File: config.mk
export PLATFORM = sky130hd
export DESIGN_NAME = ecc_sec_dec
export DESIGN_NICKNAME = d
export VERILOG_FILES = /design/src/rtl/ecc_pkg.sv /design/src/rtl/ecc_syndrome.sv /design/src/rtl/ecc_sec_dec.sv
export SDC_FILE = /design/constraint.sdc
export NUM_CORES = 1
export LEC_CHECK = 0
export ABC_AREA = 0
export BUFFER_PORTS_ARGS = -buffer_cell sky130_fd_sc_hd__buf_2
export CAP_MARGIN = 5
export CELL_PAD_IN_SITES_DETAIL_PLACEMENT = 1
export CELL_PAD_IN_SITES_GLOBAL_PLACEMENT = 1
export CORE_ASPECT_RATIO = 1.25
export CORE_MARGIN = 2
export CORE_UTILIZATION = 43
export CTS_BUF_LIST = sky130_fd_sc_hd__clkbuf_4 sky130_fd_sc_hd__clkbuf_8
export DETAILED_ROUTE_END_ITERATION = 8
export GPL_TIMING_DRIVEN = 0
export PLACE_DENSITY_LB_ADDON = 0.1
export SLEW_MARGIN = 10
export SYNTH_ARGS = -nofsm -noshare
export SYNTH_HDL_FRONTEND = slang
export SYNTH_SLANG_ARGS = --single-unit
export TNS_END_PERCENT = 20
File: constraint.sdc
create_clock -name clk -period 2.9 [get_ports clk]
set_clock_uncertainty 0.05 [all_clocks]
set_input_delay 0.29 -clock clk [delete_from_list [all_inputs] [get_ports clk]]
set_output_delay 0.29 -clock clk [all_outputs]
set_load 0.02 [all_outputs]
File: src/rtl/ecc_pkg.sv
// Shared constants and the bit-position map for the Hamming SEC(38,32) code.
// Latency: n/a (package). Backpressure: n/a.
// Codeword layout: [37:32] check bits (check k at position 2^k), [31:0] data
// (data[0] at position 3 ... data[31] at position 38).
package ecc_pkg;

    localparam int ECC_DATA_W  = 32;
    localparam int ECC_CHK_W   = 6;
    localparam int ECC_CW_W    = 38;
    localparam int ECC_MAX_POS = 38;

    typedef logic [ECC_CW_W-1:0]  cw_t;
    typedef logic [ECC_CHK_W-1:0] syn_t;

    localparam syn_t ECC_MAX_SYN = syn_t'(ECC_MAX_POS);

    // Hamming position (1..38) of codeword bit idx. Check bits sit at the
    // powers of two; data bits fill the remaining positions in ascending order.
    // Only ever called with elaboration-time constants, so it folds away.
    function automatic syn_t bit_pos(input int idx);
        syn_t pos;
        int   n;
        pos = '0;
        n   = 0;
        if (idx >= ECC_DATA_W) begin
            pos = syn_t'(1 << (idx - ECC_DATA_W));
        end else begin
            for (int q = 3; q <= ECC_MAX_POS; q++) begin
                if ((q & (q - 1)) != 0) begin
                    if (n == idx) pos = syn_t'(q);
                    n++;
                end
            end
        end
        return pos;
    endfunction

endpackage

File: src/rtl/ecc_syndrome.sv
// Hamming syndrome: XOR of the position indices of every set codeword bit.
// Latency: combinational. Backpressure: none.
// Ports: cw (38-bit codeword in), syn (6-bit syndrome out).
module ecc_syndrome
    import ecc_pkg::*;
(
    input  logic [ECC_CW_W-1:0]  cw,
    output logic [ECC_CHK_W-1:0] syn
);

    syn_t term [ECC_CW_W];

    for (genvar i = 0; i < ECC_CW_W; i++) begin : g_term
        assign term[i] = cw[i] ? bit_pos(i) : '0;
    end

    always_comb begin
        syn = '0;
        for (int i = 0; i < ECC_CW_W; i++) begin
            syn = syn ^ term[i];
        end
    end

endmodule

File: src/rtl/ecc_sec_dec.sv
// Hamming SEC(38,32) decoder: corrects single-bit errors, flags syndromes 39..63.
// Latency: 2 cycles dec_vld_i -> dec_vld_o. Backpressure: none, one word per cycle.
// Ports: clk, rst (async active-high); dec_vld_i/dec_in in; dec_vld_o/dec_out,
//   dec_sec_err, dec_unc_err, dec_err_pos (raw syndrome) out; sec_cnt/unc_cnt
//   saturating error counters cleared by cnt_clr. Counters exist only when
//   ECC_DEC_CNT_EN is defined; otherwise they read 0 and cnt_clr is ignored.
module ecc_sec_dec
    import ecc_pkg::*;
(
    input  logic                 clk,
    input  logic                 rst,
    input  logic                 dec_vld_i,
    input  logic [ECC_CW_W-1:0]  dec_in,
    input  logic                 cnt_clr,
    output logic [ECC_CW_W-1:0]  dec_out,
    output logic                 dec_vld_o,
    output logic                 dec_sec_err,
    output logic                 dec_unc_err,
    output logic [ECC_CHK_W-1:0] dec_err_pos,
    output logic [7:0]           sec_cnt,
    output logic [7:0]           unc_cnt
);

    // ---------------- stage 1: syndrome + codeword ----------------
    syn_t syn_c;
    logic s1_vld;
    cw_t  s1_cw;
    syn_t s1_syn;

    ecc_syndrome u_syndrome (
        .cw  (dec_in),
        .syn (syn_c)
    );

    always_ff @(posedge clk or posedge rst) begin
        if (rst) begin
            s1_vld <= 1'b0;
            s1_cw  <= '0;
            s1_syn <= '0;
        end else begin
            s1_vld <= dec_vld_i;
            if (dec_vld_i) begin
                s1_cw  <= dec_in;
                s1_syn <= syn_c;
            end
        end
    end

    // ---------------- correction ----------------
    // At most one bit matches a syndrome in 1..38; 0 and 39..63 match nothing,
    // so those words pass through unmodified.
    cw_t  flip;
    cw_t  corr_cw;
    logic sec_c;
    logic unc_c;

    for (genvar i = 0; i < ECC_CW_W; i++) begin : g_flip
        assign flip[i] = (s1_syn == bit_pos(i));
    end

    assign corr_cw = s1_cw ^ flip;
    assign sec_c   = (s1_syn != '0) && (s1_syn <= ECC_MAX_SYN);
    assign unc_c   = (s1_syn > ECC_MAX_SYN);

    // ---------------- stage 2: corrected word + status ----------------
    // Word and syndrome hold across bubbles; the flags drop to 0.
    always_ff @(posedge clk or posedge rst) begin
        if (rst) begin
            dec_vld_o   <= 1'b0;
            dec_out     <= '0;
            dec_err_pos <= '0;
            dec_sec_err <= 1'b0;
            dec_unc_err <= 1'b0;
        end else begin
            dec_vld_o <= s1_vld;
            if (s1_vld) begin
                dec_out     <= corr_cw;
                dec_err_pos <= s1_syn;
                dec_sec_err <= sec_c;
                dec_unc_err <= unc_c;
            end else begin
                dec_sec_err <= 1'b0;
                dec_unc_err <= 1'b0;
            end
        end
    end

    // ---------------- error counters ----------------
`ifdef ECC_DEC_CNT_EN
    // Counts follow the visible output, so they update the cycle after the
    // flagged word appears. Clear wins over a coincident increment.
    always_ff @(posedge clk or posedge rst) begin
        if (rst) begin
            sec_cnt <= '0;
            unc_cnt <= '0;
        end else if (cnt_clr) begin
            sec_cnt <= '0;
            unc_cnt <= '0;
        end else begin
            if (dec_vld_o && dec_sec_err && (sec_cnt != 8'hFF))
                sec_cnt <= sec_cnt + 8'd1;
            if (dec_vld_o && dec_unc_err && (unc_cnt != 8'hFF))
                unc_cnt <= unc_cnt + 8'd1;
        end
    end
`else
    logic unused_cnt_clr;
    assign unused_cnt_clr = cnt_clr;
    assign sec_cnt        = '0;
    assign unc_cnt        = '0;
`endif

endmodule

==> flow_summary.yaml <==
final_layout:
  post-route-util_pct: 52.35
  layout-area-overhead-vs-synth_pct: 19.08
  final_nets: 587
  n_fill_cell: 1236
  final_area_um2: 5529
  drive_gt1_share_pct: 30.66
  diodes: 0
global_routing:
  antenna_found_initial: 0
  grt_pass1_wl_mm: 19.79
  grt_pass1_vias: 3715
  grt_max_degree: 49
  grtUsageTotal_pct: 22.14
  grt-ovfl-total: 0
setup_path:
  worst-setup-path-type: "primary input to register"
  endpoint_kind: "register"
  worstPathRequired_ps: 3100
  r2r-start: "s1_syn[2]"
  crit_buf_inv: 4
  start_kind: "primary input"
  reg2regPathDepth: 6
  cp_slowest_cell: "clkbuf_1"
  crit_family: "buffers and inverters"
  worstPathMaxFanout: 10
  arrival_ps: 2440
  crit_path_frequent_cell: "clkbuf_1"
  r2r_slack_ps: 900
  cp_slowest_stage_delay_ps: 590
  reg2reg_to: "dec_out[14]"
  worstPathCellList: "dlygate4sd3_1 > buf_2 > clkbuf_1 > clkbuf_1 > mux2_2"
place:
  placed_area_um2: 5330
  portBuffers: 87
  place_ws_ps: 808.8
  dp_hpwl_mm: 9.416
  place_congestion: 0.8190
yosys:
  syn-cell-area_um2: 4643
  seq_area_frac_synth_pct: 49.58
  synth_edf_count: 0
  ys_types: 27
  yosys-top-cells-area: "dfrtp_1 (50%), mux2_2 (11%), xnor2_1 (11%)"
  netlist_instances: 429
  synth-seq-cells: 92
  yosysWarnings: 0
  avgSynthCellArea_um2: 10.82
  async_flop_share_pct: 100.0
  yosys.area.top_type: "dfrtp_1"
  ys_top_cells_by_count: "dfrtp_1 (92), xnor2_1 (56), nor2_1 (51), mux2_2 (45), a21oi_1 (40)"
  synth_most_common_cell: "dfrtp_1"
  synth_flop_cell: "dfrtp_1"
  synth_top_area_share_pct: 49.58
floorplan:
  core_um2: 10560
  pin_count: 105
  die_h_um: 120.2
  start_util_pct: 43.96
  die_w_um: 96.95
  die_area_um2: 11650
  rows: 42
route:
  drtIter0Drc: 115
  wl_per_cell_um: 17.93
  dr_total_vias: 3339
  drc_errors: 0
  via_per_inst: 4.910
  wl_mm: 12.19
  ant_nets: 0
  dr.pass1.iters: 4
hold_path:
  hold_path_end: "s1_cw[2]"
  hp-class: "primary input to register"
  min_from: "dec_in[2]"
  hold_depth: 2
sta:
  relSlewSlack_pct: 49.07
  finalSetupTns_ps: 0
  setup_viol: 0
  slew_viol_final: 0
  finalCritPeriodShare_pct: 77.18
  max_freq_mhz: 446.8
  rsz0062_at_grt: "no"
  final_hold_viol_count: 0
  tightest_slew_ps: 763.9
  worst_slack_ps: 661.7
  period_minus_slack_ps: 2238
power:
  p_leak_uw: 0.002381
  pwr_density_cell_nw_per_um2: 720.5
  ir_drop_mv: 0.2722
cts:
  clk_pin_slew_ps: 80
  numCtsBuffers: 9
  root_buffer: "clkbuf_8"
  ctsResizeCount: 0
  cts_sinks: 92
  clkLatencyLatePin_ps: 360
  htree_num_levels: 3
  clock_path_buffers: 2
  cts_tree: "done"
flow_run:
  drv_cap: 0
run_status:
  status: "completed"
## what timing repair did
item                                    in CTS  in global routing
hold buffers                                 2                  0
hold endpoints to repair                    45                  0
endpoints found under the setup margin       0                  0
setup buffers                                0                  0
## where the power goes
group          leakage [uW]  internal, uW  switching [uW]
registers           0.00106          1520             130
logic               0.00123           591             907
clock network     0.0000959           406             431
## kinds of logic after synthesis
group | after synthesis | synth area share, %
muxes | 47 | 11.45
buffers and inverters | 42 | 4.743
DFF | 92 | 49.58
and+or+nand+nor | 106 | 9.620
xor gates and xnor gates | 98 | 19.83
AOI/OAI and AO/OA | 43 | 4.689
other | 1 | 0.08076
## how the worst max path moves through the flow
stage          startpoint        endpoint  slack [ps]  cells past startpoint
2_1_floorplan         rst  dec_err_pos[0]         170                      1
3_3_place_gp          rst       s1_cw[21]        -980                      2
3_5_place_dp    dec_vld_i        s1_cw[0]         810                      4
4_1_cts         dec_vld_i        s1_cw[0]         660                      5
5_1_grt         dec_vld_i       s1_cw[35]         530                      5
6_report        dec_vld_i        s1_cw[0]         660                      5
## registers in the layout, summed over array words and instances, names as in the netlist
name and cells:
dec_out 38, s1_cw 38, dec_err_pos 6, s1_syn 6, dec_sec_err 1, dec_unc_err 1
dec_vld_o 1, s1_vld 1
## worst reg2reg max path, cell delays in order, from the launching register on
cell and delay (ps):
dfrtp_1 360, clkbuf_1 360, nand2b_1 230, nor3_1 480
nand2_1 140, xor2_1 160, a21oi_1 80
## layout by cell type (no fill, tap or decap), types with 16 or more instances in the layout
cell type	synthesis	final
dfrtp_1	92	92
xnor2_1	56	56
conb_1	1	16
clkbuf_1	20	20
buf_4	16	16
a21oi_1	40	40
buf_2	2	89
nand2_1	31	31
mux2_2	45	45
xor2_1	37	37
nor2_1	51	51
## final cells by class
cell class	count	area, um2	area share [%]
inverter	3	13.76	0.2489
tap	132	165.2	2.987
clock inverter	3	40.04	0.7241
clock buffer	11	138.9	2.512
sequential	92	2302	41.64
multi-input combinational	310	2177	39.38
timing repair buffer	90	483.0	8.735
buffer	39	209.0	3.779
## routing by layer
| metal | vias to the layer above | track usage, % | share of wire, % |
|---|---|---|---|
| met3 | 12 | 3.410 | 3.7 |
| met4 | 0 | 6.690 | 1.6 |
| met2 | 72 | 39.19 | 52 |
| met1 | 1660 | 28.07 | 43 |
| li1 | 1595 | - | - |
| met5 | - | 0 | 0 |
## through the flow
stage / cells / hold slack (ps) / total power, uW
after floorplan: 444 / 271.4 / 2695
after global placement: 663 / 363.7 / 3124
after detailed placement: 664 / 353.8 / 3183
after CTS: 680 / 125.6 / 4031
after global routing: 680 / 131.4 / 4219
final: 680 / 141.1 / 3984
No activity file was read; power rests on OpenSTA's default activity.
